File: config.mk
export PLATFORM = sky130hd
export DESIGN_NAME = fft_stage_sequencer
export DESIGN_NICKNAME = d
export VERILOG_FILES = /design/src/rtl/fft_stage_sequencer.sv
export SDC_FILE = /design/constraint.sdc
export NUM_CORES = 1
export LEC_CHECK = 0
export ABC_AREA = 1
export CAP_MARGIN = 20
export CORE_MARGIN = 2
export CORE_UTILIZATION = 55
export DETAILED_ROUTE_END_ITERATION = 6
export GPL_TIMING_DRIVEN = 0
export PLACE_DENSITY = 0.83
export SLEW_MARGIN = 20
export SYNTH_ARGS = -nofsm -noshare
export SYNTH_HDL_FRONTEND = slang
export SYNTH_SLANG_ARGS = --single-unit
File: constraint.sdc
create_clock -name clk -period 4.4 [get_ports clk]
set_input_delay 1.1 -clock clk [delete_from_list [all_inputs] [get_ports clk]]
set_output_delay 1.1 -clock clk [all_outputs]
set_load 0.03 [all_outputs]
File: src/rtl/fft_stage_sequencer.sv
// Address/control sequencer for an in-place radix-2 DIT FFT.
// Walks LOG2N stages of N/2 butterflies and delays strobes/addresses to write-back.
module fft_stage_sequencer #(
   parameter int LOG2N    = 3,
   parameter int RD_LAT   = 1,
   parameter int BFLY_LAT = 2
) (
   input  logic                                 clk,
   input  logic                                 rst_n,
   input  logic                                 start,
   output logic [LOG2N-1:0]                     rd_addr_a,
   output logic [LOG2N-1:0]                     rd_addr_b,
   output logic [((LOG2N > 1) ? LOG2N-1 : 1)-1:0] tw_addr,
   output logic                                 rd_en,
   output logic                                 bf_enable,
   output logic [LOG2N-1:0]                     wr_addr_a,
   output logic [LOG2N-1:0]                     wr_addr_b,
   output logic                                 wr_en,
   output logic [$clog2(LOG2N+1)-1:0]           stage,
   output logic                                 busy,
   output logic                                 done
);

   localparam int N     = 1 << LOG2N;
   localparam int HALFN = N / 2;
   localparam int LAT   = RD_LAT + BFLY_LAT;
   localparam int TWW   = (LOG2N > 1) ? LOG2N - 1 : 1;
   localparam int SW    = $clog2(LOG2N + 1);
   localparam int DW    = $clog2(LAT + 1);

   typedef enum logic [1:0] {
      S_IDLE,
      S_ISSUE,
      S_DRAIN,
      S_DONE
   } state_t;

   state_t           state_q, state_d;
   logic [LOG2N-1:0] k_q, k_d;
   logic [SW-1:0]    stage_q, stage_d;
   logic [DW-1:0]    cnt_q, cnt_d;

   logic             issue;
   logic             last_k;
   logic             last_stage;
   logic             drain_end;
   logic [LOG2N-1:0] half;
   logic [LOG2N-1:0] hmask;
   logic [LOG2N-1:0] addr_a;
   logic [LOG2N-1:0] addr_b;
   logic [SW-1:0]    tw_sh;
   logic [TWW-1:0]   tw_val;

   logic             en_q [LAT];
   logic [LOG2N-1:0] wa_q [LAT];
   logic [LOG2N-1:0] wb_q [LAT];

   assign issue      = (state_q == S_ISSUE);
   assign last_k     = (k_q == LOG2N'(HALFN - 1));
   assign last_stage = (stage_q == SW'(LOG2N - 1));
   assign drain_end  = (cnt_q == DW'(LAT - 1));

   // Stage s pairs addresses differing only in bit s; k is split around that bit.
   always_comb begin
      half   = LOG2N'(1) << stage_q;
      hmask  = half - LOG2N'(1);
      addr_a = ((k_q >> stage_q) << (stage_q + SW'(1))) | (k_q & hmask);
      addr_b = addr_a + half;
      tw_sh  = SW'(LOG2N - 1) - stage_q;
      tw_val = TWW'((k_q & hmask) << tw_sh);
   end

   always_comb begin
      state_d = state_q;
      k_d     = k_q;
      stage_d = stage_q;
      cnt_d   = cnt_q;
      unique case (state_q)
         S_IDLE: begin
            if (start) begin
               state_d = S_ISSUE;
               k_d     = '0;
               stage_d = '0;
            end
         end
         S_ISSUE: begin
            k_d = k_q + LOG2N'(1);
            if (last_k) begin
               state_d = S_DRAIN;
               k_d     = '0;
               cnt_d   = '0;
            end
         end
         S_DRAIN: begin
            cnt_d = cnt_q + DW'(1);
            if (drain_end) begin
               if (last_stage) begin
                  state_d = S_DONE;
               end else begin
                  state_d = S_ISSUE;
                  stage_d = stage_q + SW'(1);
               end
            end
         end
         S_DONE: begin
            state_d = S_IDLE;
            stage_d = '0;
         end
         default: state_d = S_IDLE;
      endcase
   end

   always_ff @(posedge clk or negedge rst_n) begin
      if (!rst_n) begin
         state_q <= S_IDLE;
         k_q     <= '0;
         stage_q <= '0;
         cnt_q   <= '0;
      end else begin
         state_q <= state_d;
         k_q     <= k_d;
         stage_q <= stage_d;
         cnt_q   <= cnt_d;
      end
   end

   // Delay line runs every cycle so write-back drains on its own.
   always_ff @(posedge clk or negedge rst_n) begin
      if (!rst_n) begin
         for (int i = 0; i < LAT; i++) begin
            en_q[i] <= 1'b0;
            wa_q[i] <= '0;
            wb_q[i] <= '0;
         end
      end else begin
         en_q[0] <= issue;
         wa_q[0] <= rd_addr_a;
         wb_q[0] <= rd_addr_b;
         for (int i = 1; i < LAT; i++) begin
            en_q[i] <= en_q[i-1];
            wa_q[i] <= wa_q[i-1];
            wb_q[i] <= wb_q[i-1];
         end
      end
   end

   assign rd_en     = issue;
   assign rd_addr_a = issue ? addr_a : '0;
   assign rd_addr_b = issue ? addr_b : '0;
   assign tw_addr   = issue ? tw_val : '0;
   assign bf_enable = en_q[RD_LAT-1];
   assign wr_en     = en_q[LAT-1];
   assign wr_addr_a = wa_q[LAT-1];
   assign wr_addr_b = wb_q[LAT-1];
   assign stage     = stage_q;
   assign busy      = (state_q == S_ISSUE) || (state_q == S_DRAIN);
   assign done      = (state_q == S_DONE);

endmodule

==> reports/qor.csv <==
stage;metric;value;unit
cells_and_area;utilization;74.4;%
detailed_routing;detail_route.iter0.violations;36;
timing;hold_slack;357;ps
worst_setup_path;crit_buf_inv;4;
floorplanning;die_x;53.4;um
clock_network;clk_latency;320;ps
clock_network;clock-sinks;30;
placed_design;gp_congestion;0.853;
logic_synthesis;synth.area.top_cells;dfrtp_1 (56%), ha_1 (11%), inv_1 (5.3%);
clock_network;cts_buffers;5;
timing;hold_viol;0;
worst_hold_path;holdPathStages;0;
run_status;status;complete, no violations;
clock_network;h-tree-depth;2;
job;maxCapViolCount;0;
floorplanning;start_util;59.6;%
detailed_routing;drc;0;
placed_design;port_buffers;23;
global_routing;grt_antenna_before_repair;0;
global_routing;grt_overflow_total;0;
logic_synthesis;synth_area_per_cell;10.3;sq um
detailed_routing;wirelength;2280;um
logic_synthesis;netlist_area;1340;sq um
worst_setup_path;cpMaxStageDelayCell;clkdlybuf4s50_1;
global_routing;met3_usage;7.91;%
worst_setup_path;crit_required;3300;ps
worst_setup_path;path_max_fanout;10;
placed_design;dpl.hpwl;1620;um
logic_synthesis;synth-compound-area-share;10.4;%
worst_setup_path;crit_top_cell;inv_1;
pwr;p_leak;0.858;nW
worst_setup_path;reg2reg_depth;11;
clock_network;cts_tree;yes;
timing;clock.fmax;238;MHz
logic_synthesis;synth_top_family_by_area;adder cells;
floorplanning;die_y;53.4;um
logic_synthesis;synth_top_cell_by_area;dfrtp_1;
cells_and_area;syn2layout_area_growth;24.9;%
global_routing;grt_usage;19.2;%
detailed_routing;vias;1001;
logic_synthesis;synth_xor_area_share;0.652;%
logic_synthesis;ys_seq_elements;30;
logic_synthesis;synthMuxAreaShare;0;%
worst_setup_path;critPathLaunchType;flop;
worst_setup_path;critical_path_class;reg2out;
timing;fin_crit;4200;ps
detailed_routing;via_per_inst;5.27;
logic_synthesis;syn_inst;131;
cells_and_area;drive_gt1_share;13.6;%
timing;slew_violations;0;
clock_network;cts_buffer_depth;2;
detailed_routing;avgRoutedWirePerCell;12.0;um
global_routing;grt_use_met2;30.7;%
timing;rsz0062_at_grt;false;
floorplanning;rows;17;
cells_and_area;final_net_count;177;
timing;skew;6.26;ps
worst_setup_path;cp_num_cells;10;
timing;setup_viol;0;
logic_synthesis;syn_nets;147;
worst_setup_path;cp_cell_sequence;inv_1 > ha_1 > inv_1 > nand3_1 > nand2_1 > ha_1 > fa_1 > nand2_1 > inv_1 > clkdlybuf4s50_1;
logic_synthesis;synth_fa_ha_area_share;12.7;%
global_routing;grt_pass1_wl;3710;um
logic_synthesis;ys_types;20;
pwr;powerDensity;783;nW/um^2
logic_synthesis;synthSimpleGateAreaFrac;11.5;%
global_routing;grt_max_degree;31;
worst_setup_path;endpoint_kind;output pin;
floorplanning;core_area;2250;sq um
clock_network;path_clk_slew;90;ps
timing;tightestPinTransition;616;ps
floorplanning;dieArea;2850;sq um
detailed_routing;ant_nets;0;
global_routing;use_met1;21.5;%
cells_and_area;antenna_cells;0;
global_routing;grt_pass1_vias;897;
worst_setup_path;cp_data_arrival_time;3100;ps
clock_network;post_cts.repair.setup_buffers;0;
timing;slew_headroom;59.0;%
timing;tns;0;ps
detailed_routing;firstDrtPassIters;4;
logic_synthesis;post-synth-top-area-fraction;55.9;%
logic_synthesis;ys_seq_area_share;55.9;%
worst_hold_path;hold_path.class;reg2reg;
floorplanning;io_pins;24;
worst_setup_path;cp_top_family;adder cells;
timing;period_share;95.4;%
worst_setup_path;cp_slowest_stage_delay;670;ps
global_routing;grt.busiest_layer;met2;
pwr;peakVddDrop;555;uV
logic_synthesis;synth_warnings;0;
clock_network;clock-root-buffer;clkbuf_4;
[cell usage in the layout, fill, tap and decap left out, types with 5 or more instances in the layout]
cell type / count
dfrtp_1: 29
buf_4: 6
o21ai_0: 11
inv_1: 19
nand2_1: 19
ha_1: 12
a21oi_1: 10
clkbuf_4: 5
nand3_1: 7
clkdlybuf4s50_1: 21
[metrics by stage]
step | std cells | instance area [sq um] | setup WS, ps | total power, mW
4_1_cts | 190 | 1680 | 177 | 1.33
2_1_floorplan | 131 | 1340 | 547 | 0.890
3_3_place_gp | 182 | 1610 | 196 | 1.09
6_report | 190 | 1680 | 201 | 1.31
3_5_place_dp | 182 | 1600 | 149 | 1.11
5_1_grt | 190 | 1680 | 56.5 | 1.41
[cells by family after synthesis]
group | after synthesis
AND/OR/NAND/NOR | 35
flip-flops | 30
AO/OA/AOI/OAI | 26
buffers and inverters | 26
adder cells (fa/ha/maj) | 13
XOR/XNOR | 1
[worst reg2reg max path: cells and delay by family, from the launching register on]
family                     cells  cell delay [ps]
adders and majority gates      3              980
xor gates and xnor gates       1              160
DFF                            1              480
AOI/OAI and AO/OA              1              210
buffers and inverters          3              300
and+or+nand+nor                3              270
[report_power, final]
group | internal (mW) | leakage [nW] | switching (mW)
Combinational | 0.266 | 0.415 | 0.418
Clock | 0.118 | 0.0450 | 0.0901
Sequential | 0.365 | 0.398 | 0.0578
[cells in the mapped netlist, drive strengths merged]
| cell type | n |
|---|---|
| xnor2 | 1 |
| or2 | 2 |
| o21a | 1 |
| nand2 | 19 |
| o21ai | 13 |
| nor2 | 5 |
| nor4 | 1 |
| ha | 12 |
| nor3 | 1 |
| dfrtp | 30 |
| a21oi | 12 |
| inv | 20 |
| nand3 | 7 |
| buf | 6 |
| fa | 1 |
[sequential cells by signal, summed over array words and instances (netlist names)]
name	flops
bf_enable	1
cnt_q	2
en_q	1
k_q	3
stage	2
state_q	2
wa_q	6
wb_q	6
wr_addr_a	3
wr_addr_b	3
wr_en	1
[routing by layer]
layer  vias to the layer above  share of wire (%)  routed length [um]
li1                        478                  -                   -
met1                       466                 41                 930
met2                        48                 49                1120
met3                         9                8.0                 183
met4                         0                2.3                  52
met5                         -                  0                   0
[final timing paths]
path / startpoint / endpoint / slack [ps]
setup / recovery: stage[0] / rd_addr_b[1] / 200
max in group asynchronous: rst_n / stage[0] / 3190
hold reg to reg: wa_q[7] / wa_q[4] / 360
min in group asynchronous: rst_n / stage[0] / 780
setup reg to reg: stage[0] / wb_q[8] / 1900
hold / removal: wa_q[7] / wa_q[4] / 360
[what timing repair did]
item                       4_1_cts  5_1_grt
resized for setup                2        2
cloned                           0        0
hold buffers                     0        0
setup endpoints to repair        1        1
[final cells by class]
| type | instances | area (sq um) |
|---|---|---|
| Multi-Input combinational cell | 75 | 473 |
| Timing Repair Buffer | 23 | 220 |
| Fill cell | 157 | 577 |
| Clock inverter | 3 | 40.0 |
| Buffer | 6 | 45.0 |
| Tap cell | 28 | 35.0 |
| Clock buffer | 5 | 37.5 |
| Sequential cell | 30 | 752 |
| Inverter | 20 | 75.1 |
Power figures use the tool's default switching activity.
